## src/rtl/support_mem_loader.sv

```systemverilog
`default_nettype none
// ============================================================================
//  Module      : support_mem_loader
//  Description : Streams host bytes into support RAM via its system write port,
//                arbitrating with the support CPU by request/grant.
//  Revision    : 1.0 - initial release
// ============================================================================
module support_mem_loader #(
    parameter int GRANT_TIMEOUT = 255
) (
    input  logic        clk,
    input  logic        reset_n,
    input  logic        cmd_start,
    input  logic [15:0] cmd_addr,
    input  logic [15:0] cmd_len,
    input  logic        cmd_abort,
    input  logic [7:0]  s_data,
    input  logic        s_valid,
    output logic        s_ready,
    output logic        cpu_req,
    input  logic        cpu_grant,
    output logic        sys_en,
    output logic [15:0] sys_A,
    output logic [7:0]  sys_data,
    output logic        sys_wr,
    output logic        busy,
    output logic        done,
    output logic        error,
    output logic [15:0] remaining
);

    localparam logic [1:0]  c_st_idle  = 2'd0;
    localparam logic [1:0]  c_st_req   = 2'd1;
    localparam logic [1:0]  c_st_xfer  = 2'd2;
    localparam logic [1:0]  c_st_drain = 2'd3;
    localparam logic [15:0] c_timeout_last = 16'(GRANT_TIMEOUT - 1);

    logic [1:0]  r_state;
    logic [15:0] r_addr;
    logic [15:0] r_remaining;
    logic [15:0] r_timer;
    logic        r_owned;
    logic [15:0] r_sys_a;
    logic [7:0]  r_sys_data;
    logic        r_sys_wr;
    logic        r_done;
    logic        r_error;

    logic        w_accept;

    assign s_ready   = (r_state == c_st_xfer) && (r_remaining != 16'd0) && !cmd_abort;
    assign w_accept  = s_valid && s_ready;
    assign cpu_req   = (r_state != c_st_idle);
    assign busy      = (r_state != c_st_idle);
    // DRAIN keeps the mux only if the bus was actually granted, so a timeout
    // never drives the RAM port.
    assign sys_en    = (r_state == c_st_xfer) || ((r_state == c_st_drain) && r_owned);
    assign sys_A     = r_sys_a;
    assign sys_data  = r_sys_data;
    assign sys_wr    = r_sys_wr;
    assign done      = r_done;
    assign error     = r_error;
    assign remaining = r_remaining;

    always_ff @(posedge clk or negedge reset_n) begin
        if (!reset_n) begin
            r_state     <= c_st_idle;
            r_addr      <= 16'd0;
            r_remaining <= 16'd0;
            r_timer     <= 16'd0;
            r_owned     <= 1'b0;
            r_sys_a     <= 16'd0;
            r_sys_data  <= 8'd0;
            r_sys_wr    <= 1'b0;
            r_done      <= 1'b0;
            r_error     <= 1'b0;
        end else begin
            r_sys_wr <= 1'b0;
            r_done   <= 1'b0;
            case (r_state)
                c_st_idle: begin
                    r_owned <= 1'b0;
                    if (cmd_start) begin
                        r_error <= 1'b0;
                        if (cmd_len != 16'd0) begin
                            r_addr      <= cmd_addr;
                            r_remaining <= cmd_len;
                            r_timer     <= 16'd0;
                            r_state     <= c_st_req;
                        end else begin
                            r_done <= 1'b1;
                        end
                    end
                end
                c_st_req: begin
                    if (cmd_abort) begin
                        r_error <= 1'b1;
                        r_state <= c_st_drain;
                    end else if (cpu_grant) begin
                        r_owned <= 1'b1;
                        r_state <= c_st_xfer;
                    end else if (r_timer == c_timeout_last) begin
                        r_error <= 1'b1;
                        r_state <= c_st_drain;
                    end else begin
                        r_timer <= r_timer + 16'd1;
                    end
                end
                c_st_xfer: begin
                    // s_ready already excludes cmd_abort, so accept and abort
                    // are mutually exclusive here.
                    if (w_accept) begin
                        r_sys_wr    <= 1'b1;
                        r_sys_a     <= r_addr;
                        r_sys_data  <= s_data;
                        r_addr      <= r_addr + 16'd1;
                        r_remaining <= r_remaining - 16'd1;
                        if (r_remaining == 16'd1) begin
                            r_state <= c_st_drain;
                        end
                    end else if (cmd_abort) begin
                        r_error <= 1'b1;
                        r_state <= c_st_drain;
                    end
                end
                c_st_drain: begin
                    r_done      <= 1'b1;
                    r_remaining <= 16'd0;
                    r_owned     <= 1'b0;
                    r_state     <= c_st_idle;
                end
                default: begin
                    r_state <= c_st_idle;
                end
            endcase
        end
    end

endmodule
`default_nettype wire

```

## config.mk

```make
export PLATFORM = sky130hd
export DESIGN_NAME = support_mem_loader
export DESIGN_NICKNAME = d
export VERILOG_FILES = /design/src/rtl/support_mem_loader.sv
export SDC_FILE = /design/constraint.sdc
export NUM_CORES = 1
export LEC_CHECK = 0
export ABC_AREA = 1
export CAP_MARGIN = 10
export CORE_MARGIN = 1
export CORE_UTILIZATION = 25
export CTS_CLUSTER_SIZE = 25
export DETAILED_ROUTE_END_ITERATION = 10
export GPL_TIMING_DRIVEN = 1
export PLACE_DENSITY_LB_ADDON = 0.15
export SETUP_SLACK_MARGIN = 0.02
export SYNTH_ARGS = -nofsm -noshare
export SYNTH_HDL_FRONTEND = slang
export SYNTH_SLANG_ARGS = --single-unit
```

## constraint.sdc

```tcl
create_clock -name clk -period 2 [get_ports clk]
set_input_delay 0.5 -clock clk [delete_from_list [all_inputs] [get_ports clk]]
set_output_delay 0.5 -clock clk [all_outputs]
set_load 0.05 [all_outputs]
```

==> impl_metrics.py <==
metrics = {
    "status": {
        "status": "finished, violations left",
        "violations": "negative setup slack",
    },
    "placement": {
        "hpwl_mm": 10.5,
        "dpl_worst_slack_ps": -290,
        "gp_congestion": 0.785,
        "dp_cells": 1062,
        "port_buffers": 92,
        "placed_cell_area_um2": 6290,
    },
    "synthesis": {
        "synth_top_area_cell": "dfrtp_1",
        "yosys_warnings": 0,
        "synthDominantCellAreaShare": 0.409,
        "synthTopCellsByArea": "dfrtp_1 41%, nand2_1 23%, nor2_1 6.3%",
        "synth_area_um2": 4770,
        "avgSynthCellArea_um2": 6.83,
        "syn_nets": 753,
        "syn_inst": 698,
        "ys_seq_area_frac": 0.409,
        "yosys.cell_types.count": 34,
        "ys_ff_latch": 78,
    },
    "cells_and_area": {
        "drive_gt1_frac": 0.222,
        "final_cell_mix": "290 x nand2_1, 107 x buf_4, 75 x nor2_1",
        "fin_cells": 1095,
        "regArea_um2": 1960,
        "multi_input_area_um2": 2640,
        "nets": 911,
        "num_antenna_cells": 0,
        "n_fill_cell": 2002,
        "syn_to_final_growth_pct": 44.7,
        "mostFrequentLayoutCell": "nand2_1",
        "final_area_um2": 6900,
    },
    "timing": {
        "tns_ps": -47.4,
        "finalMaxSlewViolations": 0,
        "period_share": 1.02,
        "finalHoldViolCount": 0,
        "fin_crit_ps": 2050,
        "rsz0062_at_grt": "true",
        "finalSetupViolCount": 1,
        "timing.fmax_ghz": 0.488,
        "slew_headroom": 0.677,
        "fin_ws_ps": -47.4,
        "skew_ps": 10.3,
        "worst_pin_slew_ps": 487,
    },
    "cts": {
        "clk_pin_slew_worst_paths_ps": 70,
        "hold_buffers": 0,
        "clock-sinks": 78,
        "tritoncts": "yes",
        "numCtsBuffers": 9,
        "cts_max_path_buffers": 2,
        "cts-htree-levels": 3,
        "cts-root-buf": "clkbuf_16",
        "clk_latency_ps": 340,
    },
    "drt": {
        "wl_per_cell_um": 13.2,
        "drtAntennaViolNets": 0,
        "dr.first_iter.drc_count": 256,
        "vias": 4865,
        "finalWirelength_mm": 14.5,
        "first_pass_iters": 6,
        "viasPerCell": 4.44,
        "drc": 0,
    },
    "floorplan": {
        "io_pins": 93,
        "die_h_um": 140,
        "die-area_um2": 19600,
        "dieWidth_um": 140,
        "core_um2": 18700,
        "start_util": 0.255,
        "num_rows": 50,
    },
    "critical_path": {
        "critPathMaxFanout": 3,
        "ff2ff_setup_slack_ps": 100,
        "end_kind": "output pin",
        "crit_arrival_ps": 1550,
        "required_ps": 1500,
        "timing.rr.start": "r_state[0]",
        "crit_path_start_kind": "flop",
        "startpoint": "remaining[0]",
        "crit_type": "reg2out",
    },
    "power": {
        "power.density_nw_per_um2": 1680,
        "ir_worst_vdd_mv": 0.653,
        "p_leak_nw": 3.43,
    },
    "min_path": {
        "hold_path_class": "in2async",
    },
    "global_routing": {
        "grt_pass1_vias": 4740,
        "grt_use_total": 0.153,
        "grt_first_pass_wirelength_mm": 23.7,
        "grt.overflow.total": 0,
        "grt_max_degree": 41,
        "antenna_found_initial": 0,
    },
    "flow_run": {
        "cap_violations": 0,
    },
}
[Yosys cell counts, drive strengths merged]
library cell,number
nand2,300
nor2,87
dfrtp,78
nand3,57
inv,54
o21ai,32
buf,13
nor3,11
xor2,11
ha,9
nand4,9
clkbuf,8
o31ai,5
or2,5
a21oi,4
xnor2,4
a21boi,2
a22oi,2
o21bai,2
a21o,1
clkinv,1
mux2i,1
nor4,1
o211ai,1
[final timing paths]
| check | to | cells past startpoint |
|---|---|---|
| worst max-delay path | s_ready | 8 |
| worst min-delay path | remaining[14] | 1 |
| worst max register to register | r_addr[1] | 13 |
| worst min register to register | sys_data[4] | 2 |
| max in group asynchronous | r_state[0] | 2 |
| min in group clk | sys_data[4] | 2 |
[flip-flops by register name, summed over array words and instances (netlist names)]
register / count
done: 1
r_addr: 16
r_timer: 16
sys_A: 16
sys_data: 8
r_owned: 1
remaining: 16
error: 1
sys_wr: 1
r_state: 2
[what timing repair did]
item                                    in CTS  in global routing
pin swaps                                    7                  9
endpoints found under the setup margin      39                 62
resized for setup                           32                 22
endpoints found under the hold margin        0                  0
buffers inserted                             9                  9
[layout make-up]
class | count | area share
multi-input combinational | 544 | 0.382
inverter | 55 | 0.0321
sequential | 78 | 0.284
tap | 234 | 0.0424
clock inverter | 6 | 0.0102
clock buffer | 10 | 0.0346
timing repair buffer | 168 | 0.214
[through the flow]
step,hold WS [ps],power (mW),utilization
after global routing,118,12.5,0.369
after global placement,465,9.33,0.336
final,82.6,11.6,0.369
after detailed placement,468,9.32,0.336
after floorplan,204,6.89,-
after CTS,102,11.4,0.362
[cell families after synthesis]
| family | synth area share |
|---|---|
| adder cells (fa/ha/maj) | 0.0236 |
| buffers and inverters | 0.0677 |
| flip-flops | 0.409 |
| AND/OR/NAND/NOR | 0.410 |
| multiplexers | 0.00210 |
| XOR/XNOR | 0.0276 |
| AO/OA/AOI/OAI | 0.0598 |
[worst max-delay path, stage by stage, from the launching register on]
cell and delay (ps):
dfrtp_2 400, inv_2 90, ha_4 150, nand2_4 60, nor2_4 120, nand2_4 70
nand2_4 60, clkinvlp_4 100, buf_12 150
[where the power goes]
part           switching, mW  internal, mW
combinational           4.49          2.64
sequential             0.509          2.20
clock                  0.732          1.01
total                   5.73          5.85
[layer usage]
| layer | global-route usage | vias to the layer above | share of wire |
|---|---|---|---|
| met5 | 0 | - | 0 |
| met1 | 0.202 | 2247 | 0.48 |
| met2 | 0.251 | 89 | 0.46 |
| met4 | 0.0532 | 0 | 0.017 |
| met3 | 0.0267 | 18 | 0.038 |
| li1 | - | 2511 | - |
Note: power is estimated with default switching activity, not from simulation.
